<file path="src/rtl/lb_frame_feed_ctrl.sv">
// Frame sequencer feeding the 4-line line-buffer: primes rows, then releases one row per interrupt.
// Optional zero-row padding above/below the frame is enabled by defining LB_FEED_ZERO_PAD_EN.
module lb_frame_feed_ctrl #(
    parameter int unsigned IMG_W       = 256,
    parameter int unsigned IMG_H       = 256,
    parameter int unsigned PRIME_LINES = 4,
    parameter int unsigned PIX_W       = 8
) (
    input  logic                       i_clk,
    input  logic                       i_rst_n,
    input  logic                       i_start,
    input  logic [PIX_W-1:0]           i_src_data,
    input  logic                       i_src_valid,
    output logic                       o_src_ready,
    output logic [PIX_W-1:0]           o_lb_pixel_data,
    output logic                       o_lb_pixel_valid,
    input  logic                       i_lb_intr,
    output logic                       o_busy,
    output logic                       o_frame_done,
    output logic [$clog2(IMG_H+3)-1:0] o_rows_out
);

    localparam int unsigned ROW_W = $clog2(IMG_H + 3);
    localparam int unsigned COL_W = $clog2(IMG_W);
`ifdef LB_FEED_ZERO_PAD_EN
    localparam int unsigned ROWS_IN = IMG_H + 2;
`else
    localparam int unsigned ROWS_IN = IMG_H;
`endif
    localparam int unsigned ROWS_OUT = ROWS_IN - 2;

    localparam logic [ROW_W-1:0] RowsInC   = ROW_W'(ROWS_IN);
    localparam logic [ROW_W-1:0] RowsOutC  = ROW_W'(ROWS_OUT);
    localparam logic [ROW_W-1:0] PrimeLast = ROW_W'(PRIME_LINES - 1);
    localparam logic [COL_W-1:0] ColLast   = COL_W'(IMG_W - 1);

    localparam logic [2:0] StIdle  = 3'd0;
    localparam logic [2:0] StPrime = 3'd1;
    localparam logic [2:0] StWait  = 3'd2;
    localparam logic [2:0] StFeed  = 3'd3;
    localparam logic [2:0] StDrain = 3'd4;
    localparam logic [2:0] StDone  = 3'd5;

    logic [2:0]       state_q, state_d;
    logic [COL_W-1:0] col_cnt_q, col_cnt_d;
    logic [ROW_W-1:0] row_in_q, row_in_d;
    logic [ROW_W-1:0] credit_q, credit_d;
    logic [ROW_W-1:0] rows_out_q, rows_out_d;
    logic [PIX_W-1:0] pix_data_q, pix_data_d;
    logic             pix_valid_q, pix_valid_d;

    logic feeding, pad_row, src_ready, push, row_end, row_start, intr_act, credit_inc;

    assign feeding = (state_q == StPrime) || (state_q == StFeed);
`ifdef LB_FEED_ZERO_PAD_EN
    // First and last input rows are synthesized zeros; the source is held off during them.
    assign pad_row = feeding && ((row_in_q == '0) || (row_in_q == RowsInC - 1'b1));
`else
    assign pad_row = 1'b0;
`endif
    assign src_ready  = feeding && !pad_row;
    assign push       = (src_ready && i_src_valid) || pad_row;
    assign row_end    = push && (col_cnt_q == ColLast);
    assign row_start  = push && (col_cnt_q == '0) && (state_q == StFeed);
    assign intr_act   = i_lb_intr && (state_q != StIdle);
    // Never bank more rows than the frame still has to deliver.
    assign credit_inc = intr_act &&
                        (({1'b0, row_in_q} + {1'b0, credit_q}) < {1'b0, RowsInC});

    always_comb begin
        state_d     = state_q;
        col_cnt_d   = col_cnt_q;
        row_in_d    = row_in_q;
        credit_d    = credit_q;
        rows_out_d  = rows_out_q;
        pix_data_d  = pix_data_q;
        pix_valid_d = push;

        if (push) begin
            pix_data_d = pad_row ? '0 : i_src_data;
            col_cnt_d  = row_end ? '0 : col_cnt_q + 1'b1;
            if (row_end) row_in_d = row_in_q + 1'b1;
        end

        case ({credit_inc, row_start})
            2'b10:   credit_d = credit_q + 1'b1;
            2'b01:   credit_d = credit_q - 1'b1;
            default: credit_d = credit_q;
        endcase

        if (intr_act && (rows_out_q != RowsOutC)) rows_out_d = rows_out_q + 1'b1;

        case (state_q)
            StIdle: begin
                if (i_start) begin
                    state_d    = StPrime;
                    col_cnt_d  = '0;
                    row_in_d   = '0;
                    credit_d   = '0;
                    rows_out_d = '0;
                end
            end
            StPrime: if (row_end && (row_in_q == PrimeLast)) state_d = StWait;
            StWait: begin
                if (row_in_q == RowsInC)  state_d = StDrain;
                else if (credit_q != '0)  state_d = StFeed;
            end
            StFeed: begin
                if (row_end) state_d = (row_in_d < RowsInC) ? StWait : StDrain;
            end
            StDrain: if (rows_out_q == RowsOutC) state_d = StDone;
            StDone:  state_d = StIdle;
            default: state_d = StIdle;
        endcase
    end

    always_ff @(posedge i_clk or negedge i_rst_n) begin
        if (!i_rst_n) begin
            state_q     <= StIdle;
            col_cnt_q   <= '0;
            row_in_q    <= '0;
            credit_q    <= '0;
            rows_out_q  <= '0;
            pix_data_q  <= '0;
            pix_valid_q <= 1'b0;
        end else begin
            state_q     <= state_d;
            col_cnt_q   <= col_cnt_d;
            row_in_q    <= row_in_d;
            credit_q    <= credit_d;
            rows_out_q  <= rows_out_d;
            pix_data_q  <= pix_data_d;
            pix_valid_q <= pix_valid_d;
        end
    end

    assign o_src_ready      = src_ready;
    assign o_lb_pixel_data  = pix_data_q;
    assign o_lb_pixel_valid = pix_valid_q;
    assign o_busy           = (state_q != StIdle);
    assign o_frame_done     = (state_q == StDone);
    assign o_rows_out       = rows_out_q;

endmodule

</file>
<file path="config.mk">
export PLATFORM = sky130hd
export DESIGN_NAME = lb_frame_feed_ctrl
export DESIGN_NICKNAME = d
export VERILOG_FILES = /design/src/rtl/lb_frame_feed_ctrl.sv
export SDC_FILE = /design/constraint.sdc
export NUM_CORES = 1
export LEC_CHECK = 0
export BUFFER_PORTS_ARGS = -buffer_cell sky130_fd_sc_hd__buf_4
export CAP_MARGIN = 15
export CORE_MARGIN = 1
export CORE_UTILIZATION = 50
export DETAILED_ROUTE_END_ITERATION = 10
export PLACE_DENSITY = 0.7
export SYNTH_ARGS = -nofsm -noshare
export SYNTH_HDL_FRONTEND = slang
export SYNTH_SLANG_ARGS = --single-unit
</file>
<file path="constraint.sdc">
create_clock -name i_clk -period 3.9 [get_ports i_clk]
set_input_delay 0.39 -clock i_clk [delete_from_list [all_inputs] [get_ports i_clk]]
set_output_delay 0.39 -clock i_clk [all_outputs]
set_load 0.005 [all_outputs]
</file>
Word level (Yosys, flattened, before mapping)
Index checks and enable logic that the tools add are counted.
{"block": "word_totals", "ff_bits": 47, "out_inout_bits": 21}
{"block": "op_classes", "addsub": 6, "n_lt_le_gt_ge": 2, "eq_ne": 17, "n_mux": 22, "n_reduce_logical": 14}
{"operator": "9-bit 2-to-1 mux", "count": 9}
{"operator": "8-bit 2-to-1 mux", "count": 4}
{"operator": "9-bit by 1-bit adder with 9-bit output, second input constant", "count": 3}
{"operator": "3-bit 2-to-1 mux", "count": 7}
{"operator": "9-bit case mux with 2 select lines", "count": 1}
{"operator": "3-bit case mux with 5 select lines", "count": 1}
{"operator": "9-bit by 9-bit adder with 10-bit output", "count": 1}
{"operator": "10-bit by 9-bit < comparator with 1-bit output, second input constant", "count": 1}
{"operator": "9-bit by 2-bit equality test with 1-bit output, second input constant", "count": 1}
{"operator": "9-bit by 8-bit equality test with 1-bit output, second input constant", "count": 1}
{"operator": "9-bit equality test, second input constant", "count": 1}
{"operator": "9-bit < comparator, second input constant", "count": 1}
{"operator": "9-bit by 8-bit != test with 1-bit output, second input constant", "count": 1}
{"operator": "9-bit nonzero test", "count": 1}
{"operator": "9-bit by 1-bit subtractor with 9-bit output, second input constant", "count": 1}
{"operator": "8-bit by 1-bit adder with 8-bit output, second input constant", "count": 1}
{"operator": "8-bit equality test, second input constant", "count": 1}
{"operator": "1-bit logical AND", "count": 8}
{"operator": "8-bit logical NOT", "count": 1}
{"operator": "3-bit by 2-bit equality test with 1-bit output, second input constant", "count": 2}
{"operator": "3-bit equality test, second input constant", "count": 2}
{"operator": "2-bit != test, second input constant", "count": 3}
{"operator": "5-bit AND reduction", "count": 1}
{"operator": "3-bit by 1-bit equality test with 1-bit output, second input constant", "count": 1}
{"operator": "other kinds (7)", "count": 7}

Logic depth before layout (Yosys ltp)
Gate-level depths: netlist (run 1).
{"block": "logic_depth", "ltp_word": 10, "mapped_depth": 13, "ltp_nobuf": 13}

Worst setup path after synthesis (run 1)
Ideal clock, no wire load.
{"block": "synth_timing", "kind": "register -> register", "start": "reg row_in_q[8]", "end": "reg credit_q[7]", "setup_ns": 0.125, "arrival_time_ns": 3.264, "required_time_ns": 3.775, "setup_slack_ns": 0.511, "stages_incl_launch_ff": 12, "synth_period_minus_slack_ns": 3.389, "path_cell_list": "dfrtp_1 ha_1 or4_1 nor3_1 a21oi_1 ha_1 ha_1 a21o_1 a211o_1 a2111oi_1 nor4b_1 a2111oi_0"}
{"block": "synth_between", "elab_chain_len": 7, "elab_cells_between_ends": 8}
{"element": "from (decl)", "line_no": "46", "text": "logic [ROW_W-1:0] row_in_q, row_in_d;"}
{"element": "from (signal assigned)", "line_no": "129", "text": "row_in_q <= row_in_d;"}
{"element": "9-bit by 9-bit adder with 10-bit output *", "line_no": "68", "text": "(({1'b0, row_in_q} + {1'b0, credit_q}) < {1'b0, RowsInC});"}
{"element": "10-bit by 9-bit < comparator with 1-bit output *", "line_no": "68"}
{"element": "1-bit logical AND *", "line_no": "67", "text": "assign credit_inc = intr_act &&"}
{"element": "2-bit by 1-bit equality test with 1-bit output or 2-bit equality test (tied branches)", "line_no": "85", "text": "case ({credit_inc, row_start})"}
{"element": "9-bit case mux with 2 select lines *", "line_no": "85"}
{"element": "9-bit 2-to-1 mux", "line_no": "95", "text": "if (i_start) begin"}
{"element": "9-bit 2-to-1 mux *", "line_no": "93", "text": "case (state_q)"}
{"element": "net credit_d[7]", "line_no": "47", "text": "logic [ROW_W-1:0] credit_q, credit_d;"}
{"element": "to (signal assigned)", "line_no": "130", "text": "credit_q <= credit_d;"}
{"element": "to (decl)", "line_no": "47"}
The timed path passes the listed nets; every way through them passes the cells marked *.
A chain may end at the register's enable or synchronous reset.

Final worst setup path (run 1)
Same ends and word-level chain as after synthesis.

==> results of run 1 <==
[power by group through the flow]
stage / sequential (mW) / combinational, mW / clock [mW]
2_1_floorplan: 0.774 / 0.646 / 0
3_3_place_gp: 0.824 / 0.859 / 0
3_5_place_dp: 0.829 / 0.876 / 0
4_1_cts: 0.823 / 0.882 / 0.313
5_1_grt: 0.849 / 1.00 / 0.334
6_report: 0.824 / 0.879 / 0.306
[registers in the layout (all words and copies together) (netlist names)]
name              cells
credit_q              9
o_rows_out            9
row_in_q              9
col_cnt_q             8
o_lb_pixel_data       8
state_q               3
o_lb_pixel_valid      1
[area by class of cell]
| type | count | area (µm²) | share of cell area |
|---|---|---|---|
| multi-input combinational | 238 | 1574 | 0.4840 |
| sequential | 47 | 1176 | 0.3617 |
| timing repair buffer | 35 | 262.8 | 0.08080 |
| tap | 72 | 90.09 | 0.02770 |
| clock buffer | 6 | 72.57 | 0.02232 |
| inverter | 16 | 60.06 | 0.01847 |
| clock inverter | 2 | 16.27 | 0.005002 |
[cell usage after synthesis (2+ instances only)]
| master | number | share of area |
|---|---|---|
| dfrtp_1 | 47 | 0.41 |
| nand2_1 | 44 | 0.058 |
| nor2_1 | 40 | 0.052 |
| ha_1 | 22 | 0.096 |
| xnor2_1 | 17 | 0.052 |
| inv_1 | 16 | 0.021 |
| a21oi_1 | 13 | 0.023 |
| nor3_1 | 12 | 0.021 |
| nand3_1 | 11 | 0.019 |
| clkbuf_1 | 8 | 0.010 |
| xor2_1 | 8 | 0.024 |
| mux2i_1 | 6 | 0.021 |
| o21ai_0 | 6 | 0.010 |
| nand4_1 | 5 | 0.011 |
| or3_1 | 5 | 0.011 |
| or4_1 | 4 | 0.010 |
| nor4_1 | 3 | 0.0066 |
| o21a_1 | 3 | 0.0079 |
| o31ai_1 | 3 | 0.0079 |
| a211o_1 | 2 | 0.0061 |
| a21o_1 | 2 | 0.0052 |
| a31oi_1 | 2 | 0.0044 |
| and3_1 | 2 | 0.0044 |
| buf_6 | 2 | 0.0079 |
| nor2b_1 | 2 | 0.0044 |
| nor4_2 | 2 | 0.0087 |
| o2111ai_1 | 2 | 0.0061 |
| o21bai_1 | 2 | 0.0052 |
[repair_timing]
| item | CTS | global route |
|---|---|---|
| setup endpoints to repair | 0 | 1 |
| gates resized for setup | 0 | 1 |
| setup buffers | 0 | 0 |
| hold buffers | 0 | 0 |
[stage by stage]
stage	hold slack [ns]	setup slack, ns	utilization	instance area, µm²
2_1_floorplan	0.09441	0.5111	-	2860
6_report	0.08328	0.2591	0.5905	3252
3_3_place_gp	0.4446	0.3532	0.5735	3158
4_1_cts	0.1043	0.1560	0.5896	3247
5_1_grt	0.1252	0.06599	0.5905	3252
3_5_place_dp	0.4420	0.1631	0.5735	3158
[worst max-delay path, cell delays in order (launching register included)]
cell       delay (ns)
dfrtp_1          0.44
ha_1             0.30
or4_1            0.54
nor3_1           0.15
a21oi_1          0.09
ha_1             0.32
ha_1             0.33
a21o_1           0.17
a211o_1          0.34
a2111oi_2        0.36
nor4b_1          0.11
a2111oi_0        0.36
[how the worst max path moves through the flow]
stage | startpoint | to | slack, ns | cells after the start
after floorplan | row_in_q[8]$_DFF_PN0_ | credit_q[7]$_DFF_PN0_ | 0.51 | 11
after global placement | row_in_q[8]$_DFF_PN0_ | credit_q[7]$_DFF_PN0_ | 0.35 | 11
after detailed placement | row_in_q[8]$_DFF_PN0_ | credit_q[7]$_DFF_PN0_ | 0.16 | 11
after CTS | row_in_q[8]$_DFF_PN0_ | credit_q[7]$_DFF_PN0_ | 0.16 | 11
after global routing | row_in_q[8]$_DFF_PN0_ | credit_q[7]$_DFF_PN0_ | 0.07 | 11
final | row_in_q[8]$_DFF_PN0_ | credit_q[7]$_DFF_PN0_ | 0.26 | 11
[metal layers]
layer	vias up	GRT usage
met5	-	0
met4	0	0.05094
met3	3	0.03647
met2	39	0.3469
met1	1077	0.2759
li1	1153	-
[cells by family (layout without fill, tap and decap cells)]
kind of cell,after synthesis,in the layout,synth area share
buffers and inverters,27,59,0.04112
adder cells (fa/ha/maj),23,23,0.1032
multiplexers,6,6,0.02100
AND/OR/NAND/NOR,141,141,0.2424
flip-flops,47,47,0.4112
AO/OA/AOI/OAI,43,43,0.1046
XOR/XNOR,25,25,0.07655
==> key figures, run 1 <==
Floorplanning
  • Die width: 77.64 µm
  • Starting Density: 0.5194
  • Area of the core: 5507 µm²
  • Io pins: 34
  • Die Area: 6027 µm²
  • Die Y-Extent: 77.64 µm
  • Core Rows: 27

Power and ir drop
  • Leak: 1.567 nW
  • PnR Total Power: 2.009 mW
  • Clk network pwr share: 0.152
  • P_int: 1.200 mW
  • Sw frac: 0.4029
  • P_sw: 809.5 µW
  • PD cells: 617.8 nW/µm²
  • Combinational power share: 0.438
  • Peak supply drop: 0.0003364 V
  • Seq pwr share: 0.410

Routing
  • Met2 wire length: 2701 µm
  • DRT iter0 DRCs: 69
  • Max layer used: met4
  • Routed wl met3: 177 µm
  • Vias: 2272
  • # DRC: 0
  • Pre-antenna DRT Iters: 4
  • Post-DRT Antenna Nets: 0
  • Detailed-route vias per instance: 5.462
  • WL met1: 2764 µm
  • Drt wl/cell: 13.62 µm
  • Total Wirelength: 5667 µm

Synthesis
  • Synth Instances: 312
  • Library cells used by synthesis: 49
  • Synth Register Bits: 47
  • Syn Nets: 348
  • Post-synthesis sequential area ratio: 0.4112
  • Syn_area_per_cell: 9.167 µm²
  • Synth Flop Type: dfrtp_1
  • YS warnings: 0
  • Ys async rst share: 1.000
  • Number of synthesized flops with an enable pin: 0
  • Post-Syn Area: 2860 µm²

Layout
  • Layout fillers: 515
  • Commonest non-fill, non-tap cell in the layout: dfrtp_1
  • Ant. Diodes: 0
  • Nets: 379
  • Layout cell share with drive strength beyond 1: 0.1483
  • Layout area overhead: 13.69%
  • Most frequent cells in the layout: 47 x dfrtp_1, 44 x nand2_1, 39 x nor2_1, 35 x buf_4, 22 x ha_1
  • Non-Filler Instances: 416

Global routing
  • Total global routing overflow: 0
  • GRT Total Usage: 0.2067
  • Number of global-route vias before repair: 2173
  • Largest net degree at the start of global routing: 48
  • Initial antenna violation count: 0
  • First-pass GRT wire length: 10020 µm

Timing
  • Setup violations, final: 0
  • Min Tclk post-route: 3.641 ns
  • Slew headroom: 0.6024
  • Final worst path period share: 0.9336
  • RSZ-0062 raised after global routing: no
  • Max Freq: 274.7 MHz
  • Final Skew: 0.01134 ns
  • Aggregate negative setup slack: 0 ns
  • Slew @ Worst Pin: 0.5964 ns
  • Max-slew violations: 0
  • Final-report hold violation count: 0

Setup path
  • Arr. time, crit path: 3.82 ns
  • Crit path max fanout: 10
  • Worst Path Class, Setup: reg2reg
  • Setup slack, reg-to-reg: 0.26 ns
  • Crit path required time: 4.07 ns
  • CP endpoint kind: flip-flop
  • Setup crit start kind: flip-flop
  • R2R Path Start: row_in_q[8]$_DFF_PN0_
  • R2R depth: 11
  • Worst r2r dst: credit_q[7]$_DFF_PN0_

Clocking
  • CTS Buf Count: 5
  • Clock buffer depth: 2
  • Clock slew at reported path FFs: 0.09 ns
  • Clk_lat worst skew: 0.31 ns
  • CTS H-Tree Depth: 2
  • Clock Sinks: 47
  • CTS tree: built
  • CTS root buf: clkbuf_8

Status
  • Status: finished clean

Flow run
  • MaxCap Viol Count: 0

Placement
  • Dpl hpwl: 4074 µm
  • Dpl cells: 408
  • I/O Buffers: 33
  • RePlAce Congestion: 0.8111

Min path
  • Hold crit path type: in2async
Power figures use the tool's default switching activity.
==> run 2, diff against run 1 <==
Settings changed: CORE_UTILIZATION 50 to 55, PLACE_DENSITY 0.7 to 0.88.
==> run 2 against run 1 <==
Power grew 1.4%. Global-route usage increased by 3.0 points. Sequential power increased by 0.7%. Hold slack worse by 0.014 ns. Utilization up 8.0 points. Critical path depth unchanged.
==> key figures, run 2 (synthesis results as in run 1) <==
Routing
  • Drt wl/cell: 14.51 µm (+6.5%)
  • Total Wirelength: 5963 µm (+5.2%)
  • Detailed-route vias per instance: 5.771 (+5.7%)
  • Post-DRT Antenna Nets: 0 (unchanged)
  • DRT iter0 DRCs: 118 (+71%)
  • # DRC: 0 (unchanged)
  • Vias: 2372 (+4.4%)
  • Pre-antenna DRT Iters: 4 (unchanged)

Layout
  • Multi-input logic area: 1575 µm² (about the same)
  • Ant. Diodes: 0 (unchanged)
  • Non-Filler Instances: 411 (-1.2%)
  • Most frequent cells in the layout: 47 x dfrtp_1, 44 x nand2_1, 40 x nor2_1, 35 x buf_4, 21 x ha_1
  • Layout area overhead: 13.60% (about the same)
  • Commonest non-fill, non-tap cell in the layout: dfrtp_1
  • Register Area: 1176 µm² (unchanged)
  • Nets: 379 (unchanged)
  • Layout fillers: 395 (-23%)
  • Layout cell share with drive strength beyond 1: 0.1512 (+0.002907)

Clocking
  • Post-CTS Setup Repair Bufs: 0 (unchanged)
  • Clock buffer depth: 2 (unchanged)
  • Clock slew at reported path FFs: 0.10 ns (about the same)
  • Clk_lat worst skew: 0.31 ns (about the same)
  • CTS tree: built
  • CTS H-Tree Depth: 2 (unchanged)
  • CTS Buf Count: 5 (unchanged)
  • CTS root buf: clkbuf_8
  • Clock Sinks: 47 (unchanged)

Timing
  • Slew headroom: 0.6122 (+0.009809)
  • Slew @ Worst Pin: 0.5817 ns (-0.01471 ns)
  • Final Skew: 0.008858 ns (-0.002478 ns)
  • Final worst path period share: 0.9228 (-0.01081)
  • Aggregate negative setup slack: 0 ns (unchanged)
  • Setup violations, final: 0 (unchanged)
  • RSZ-0062 raised after global routing: no
  • Max Freq: 277.9 MHz (+1.2%)
  • Final-report hold violation count: 0 (unchanged)
  • Post-route setup slack: 0.3012 ns (+0.04215 ns)
  • Min Tclk post-route: 3.599 ns (-0.04215 ns)
  • Max-slew violations: 0 (unchanged)

Global routing
  • Initial antenna violation count: 0 (unchanged)
  • First-pass GRT wire length: 10060 µm (+0.42%)
  • GRT Total Usage: 0.2370 (+0.03027)
  • Largest net degree at the start of global routing: 48 (unchanged)
  • Number of global-route vias before repair: 2291 (+5.4%)
  • Total global routing overflow: 0 (unchanged)

Floorplanning
  • Core Rows: 25 (-7.4%)
  • Die Y-Extent: 74.12 µm (-4.5%)
  • Die width: 74.12 µm (-4.5%)
  • Die Area: 5493 µm² (-8.9%)
  • Area of the core: 4848 µm² (-12%)
  • Io pins: 34 (unchanged)
  • Starting Density: 0.5899 (+0.07051)

Setup path
  • Family with the most delay on the worst path: compound AO/OA/AOI/OAI gates
  • Crit path required time: 4.09 ns (+0.02 ns)
  • CP endpoint kind: flip-flop
  • Setup crit start kind: flip-flop
  • Slowest stage delay, CP: 0.55 ns (about the same)
  • Crit path buffers/inverters: 0 (unchanged)
  • CP max-delay cell: or4_1
  • Arr. time, crit path: 3.79 ns (-0.03 ns)
  • Crit path max fanout: 10 (unchanged)
  • Crit-path cells: ha_1 > or4_1 > nor3_1 > a21oi_1 > ha_2 > ha_1 > a21o_1 > a211o_1 > a2111oi_2 > nor4b_1 > a2111oi_1
  • Worst Path Class, Setup: reg2reg
  • CP most frequent cell: ha_1

Power and ir drop
  • Sw frac: 0.4074 (+0.004448)
  • Clk network pwr share: 0.150 (-0.002)
  • PD cells: 627.1 nW/µm² (+1.5%)
  • Seq pwr share: 0.407 (-0.003)
  • Combinational power share: 0.442 (+0.004)
  • Peak supply drop: 0.0003163 V (-6.0%)
  • Leak: 1.572 nW (+0.35%)
  • P_sw: 830.2 µW (+2.6%)
  • P_int: 1.208 mW (+0.68%)

Status
  • Status: finished clean

Placement
  • RePlAce Congestion: 0.8598 (+6.0%)
  • Dpl cells: 403 (-1.2%)
  • Dpl hpwl: 4325 µm (+6.2%)
  • Pre-CTS setup slack: 0.05910 ns (-0.1040 ns)
  • I/O Buffers: 33 (unchanged)

Flow run
  • MaxCap Viol Count: 0 (unchanged)

Min path
  • Hold crit path type: in2async
==> run 2: cell types whose count changed in the layout (fill, tap and decap cells not counted), sizes merged <==
cell	previous run	this run
clkinv	0	1
clkbuf	6	5
inv	17	18
clkinvlp	1	0
==> run 2: final timing paths <==
path,cells past startpoint,end,slack [ns],from
max in group asynchronous,1,col_cnt_q[7]$_DFF_PN0_,3.42,i_rst_n
min in group i_clk,3,o_lb_pixel_data[7]$_DFFE_PN0P_,0.27,i_src_data[7]
worst max-delay path,11,credit_q[7]$_DFF_PN0_,0.30,row_in_q[8]$_DFF_PN0_
worst max register to register,11,credit_q[7]$_DFF_PN0_,0.30,row_in_q[8]$_DFF_PN0_
worst min register to register,2,o_lb_pixel_data[7]$_DFFE_PN0P_,0.49,o_lb_pixel_data[7]$_DFFE_PN0P_
worst min-delay path,1,o_rows_out[3]$_DFF_PN0_,0.07,i_rst_n
==> run 2: power by group through the flow <==
stage	Combinational, mW	Clock, mW	Sequential [mW]
after floorplan	0.646	0	0.774
final	0.902	0.306	0.830
after detailed placement	0.890	0	0.831
after global placement	0.844	0	0.822
after CTS	0.897	0.315	0.826
after global routing	1.02	0.332	0.857
==> run 2: timing repair <==
item / 4_1_cts / 5_1_grt
resized for setup: 0 / 3
endpoints found under the setup margin: 0 / 1
hold buffers: 0 / 0
==> run 2: area by class of cell <==
class / instances / area share
Sequential cell: 47 / 0.3620
Multi-Input combinational cell: 238 / 0.4848
Tap cell: 67 / 0.02580
Clock inverter: 3 / 0.006931
Timing Repair Buffer: 35 / 0.08086
Clock buffer: 5 / 0.02118
Inverter: 16 / 0.01848
==> run 2: through the flow <==
step	util	hold slack (ns)	cell area, µm²	total power [mW]
5_1_grt	0.6702	0.1218	3249	2.206
3_5_place_dp	0.6495	0.4351	3149	1.722
4_1_cts	0.6684	0.09848	3241	2.037
3_3_place_gp	0.6495	0.4380	3149	1.666
2_1_floorplan	-	0.09441	2860	1.420
6_report	0.6702	0.06914	3249	2.038
==> run 2: routing by layer <==
metal / part of all wire / global-route usage / routed length [µm]
met4: 0.016 / 0.09402 / 94
met2: 0.50 / 0.4010 / 2973
met3: 0.047 / 0.05149 / 279
met1: 0.44 / 0.2953 / 2615
met5: 0 / 0 / 0
==> run 2: worst register-to-register path: stages (launching register included) <==
cell       delay (ns)
dfrtp_1          0.44
ha_1             0.30
or4_1            0.55
nor3_1           0.17
a21oi_1          0.11
ha_2             0.25
ha_1             0.29
a21o_1           0.17
a211o_1          0.33
a2111oi_2        0.43
nor4b_1          0.12
a2111oi_1        0.32
==> run 3, diff against run 2 <==
Settings changed: RECOVER_POWER set to 25.
==> run 3 against run 2 <==
The flow now finishes with violations (capacitance limit, slew limit). Via count stayed put. Global-route usage stayed put. Clock-buffer cell count stayed put. Largest cell class unchanged. Highest routed layer unchanged.
==> key figures, run 3 (synthesis results as in run 1) <==
Timing
  • Min Tclk post-route: 3.599 ns (unchanged)
  • Slew headroom: -0.6219 (-1.234)
  • Final Hold Slack: 0.2679 ns (+0.1987 ns)
  • Aggregate negative setup slack: 0 ns (unchanged)
  • Slew @ Worst Pin: 2.433 ns (+1.851 ns)
  • Max-slew violations: 48 (+48)
  • RSZ-0062 raised after global routing: no
  • Final Skew: 0.008858 ns (unchanged)
  • Setup violations, final: 0 (unchanged)
  • Max Freq: 277.9 MHz (unchanged)
  • Final worst path period share: 0.9228 (unchanged)
  • Final-report hold violation count: 0 (unchanged)

Placement
  • Dpl hpwl: 4325 µm (unchanged)
  • I/O Buffers: 33 (unchanged)
  • RePlAce Congestion: 0.8598 (unchanged)

Layout
  • Commonest non-fill, non-tap cell in the layout: dfrtp_1
  • Layout area overhead: 13.47%
  • Ant. Diodes: 0 (unchanged)
  • Multi-input logic area: 1575 µm² (unchanged)
  • Layout cell share with drive strength beyond 1: 0.1483 (-0.002907)
  • Layout fillers: 397 (+0.51%)
  • Register Area: 1176 µm² (unchanged)
  • Most frequent cells in the layout: 47 x dfrtp_1, 44 x nand2_1, 40 x nor2_1, 34 x buf_4, 21 x ha_1
  • Nets: 379 (unchanged)

Clocking
  • CTS root buf: clkbuf_8
  • CTS resizes: 0 (unchanged)
  • CTS H-Tree Depth: 2 (unchanged)
  • Post-CTS Setup Repair Bufs: 0 (unchanged)
  • Clock slew at reported path FFs: 0.09 ns (about the same)
  • CTS Buf Count: 5 (unchanged)
  • Clock Sinks: 47 (unchanged)
  • Clock buffer depth: 2 (unchanged)
  • Cts hold-fix bufs: 0 (unchanged)
  • CTS tree: built
  • Clk_lat worst skew: 0.31 ns (about the same)

Status
  • Failing checks: capacitance limit, slew limit
  • Status: complete, but fails checks

Floorplanning
  • Io pins: 34 (unchanged)
  • Die Y-Extent: 74.12 µm (unchanged)
  • Area of the core: 4848 µm² (unchanged)
  • Die width: 74.12 µm (unchanged)
  • Starting Density: 0.5899 (unchanged)
  • Die Area: 5493 µm² (unchanged)
  • Core Rows: 25 (unchanged)

Global routing
  • GRT Total Usage: 0.2370 (unchanged)
  • Largest net degree at the start of global routing: 48 (unchanged)
  • Total global routing overflow: 0 (unchanged)
  • First-pass GRT wire length: 10060 µm (unchanged)
  • Initial antenna violation count: 0 (unchanged)
  • Number of global-route vias before repair: 2291 (unchanged)

Power and ir drop
  • P_sw: 830.2 µW (about the same)
  • Leak: 1.569 nW (-0.23%)
  • Sw frac: 0.4075 (about the same)
  • P_int: 1.207 mW (about the same)
  • Combinational power share: 0.442 (about the same)
  • Seq pwr share: 0.408 (about the same)
  • Clk network pwr share: 0.150 (about the same)
  • PD cells: 627.7 nW/µm² (about the same)
  • Peak supply drop: 0.0003163 V (about the same)

Routing
  • Post-DRT Antenna Nets: 0 (unchanged)
  • Total Wirelength: 5960 µm (about the same)
  • Vias: 2372 (unchanged)
  • DRT iter0 DRCs: 118 (unchanged)
  • Detailed-route vias per instance: 5.771 (unchanged)
  • Drt wl/cell: 14.50 µm (about the same)
  • Pre-antenna DRT Iters: 4 (unchanged)
  • # DRC: 0 (unchanged)

Min path
  • Hold Crit Depth: 3
  • Hold crit path type: in2reg

Setup path
  • CP endpoint kind: flip-flop
  • Crit path max fanout: 10 (unchanged)
  • Setup slack, reg-to-reg: 0.30 ns (about the same)
  • Arr. time, crit path: 3.79 ns (about the same)
  • Setup crit start kind: flip-flop
  • Crit path required time: 4.09 ns (about the same)
  • Worst Path Class, Setup: reg2reg
  • R2R depth: 11 (unchanged)

Flow run
  • MaxCap Viol Count: 1 (+1)
run 3: final timing paths:
path                                                 from                              to
hold reg to reg            o_lb_pixel_data[7]$_DFFE_PN0P_  o_lb_pixel_data[7]$_DFFE_PN0P_
min in group asynchronous                         i_rst_n         o_rows_out[3]$_DFF_PN0_
max in group asynchronous                         i_rst_n          col_cnt_q[7]$_DFF_PN0_
setup / recovery                    row_in_q[8]$_DFF_PN0_           credit_q[7]$_DFF_PN0_
hold / removal                              i_src_data[7]  o_lb_pixel_data[7]$_DFFE_PN0P_
setup reg to reg                    row_in_q[8]$_DFF_PN0_           credit_q[7]$_DFF_PN0_
run 3: routing by layer:
layer | part of all wire | track usage
met1 | 0.44 | 0.2953
met2 | 0.50 | 0.4010
met3 | 0.047 | 0.05149
met4 | 0.016 | 0.09402
met5 | 0 | 0
run 3: critical path: stages, from the launching register on:
cell       delay (ns)
dfrtp_1          0.44
ha_1             0.30
or4_1            0.55
nor3_1           0.17
a21oi_1          0.11
ha_2             0.25
ha_1             0.29
a21o_1           0.17
a211o_1          0.33
a2111oi_2        0.43
nor4b_1          0.12
a2111oi_1        0.32
run 3: final cells by class:
class / count / area share
tap: 67 / 0.02583
clock buffer: 5 / 0.02120
timing repair buffer: 35 / 0.07980
inverter: 16 / 0.01850
multi-input combinational: 238 / 0.4854
sequential: 47 / 0.3624
clock inverter: 3 / 0.006939
run 3: power by group through the flow:
stage,sequential (mW),combinational [mW],clock (mW)
2_1_floorplan,0.774,0.646,0
4_1_cts,0.826,0.897,0.315
3_3_place_gp,0.822,0.844,0
3_5_place_dp,0.831,0.890,0
6_report,0.830,0.901,0.306
5_1_grt,0.857,1.02,0.332
run 3: through the flow:
stage / std cells / cell area [µm²] / utilization / total power [mW] / setup slack [ns]
5_1_grt: 411 / 3246 / 0.6694 / 2.205 / 0.1257
6_report: 411 / 3246 / 0.6694 / 2.037 / 0.3012
3_5_place_dp: 403 / 3149 / 0.6495 / 1.722 / 0.05910
3_3_place_gp: 403 / 3149 / 0.6495 / 1.666 / 0.4045
2_1_floorplan: 312 / 2860 / - / 1.420 / 0.5111
4_1_cts: 411 / 3241 / 0.6684 / 2.037 / 0.04153
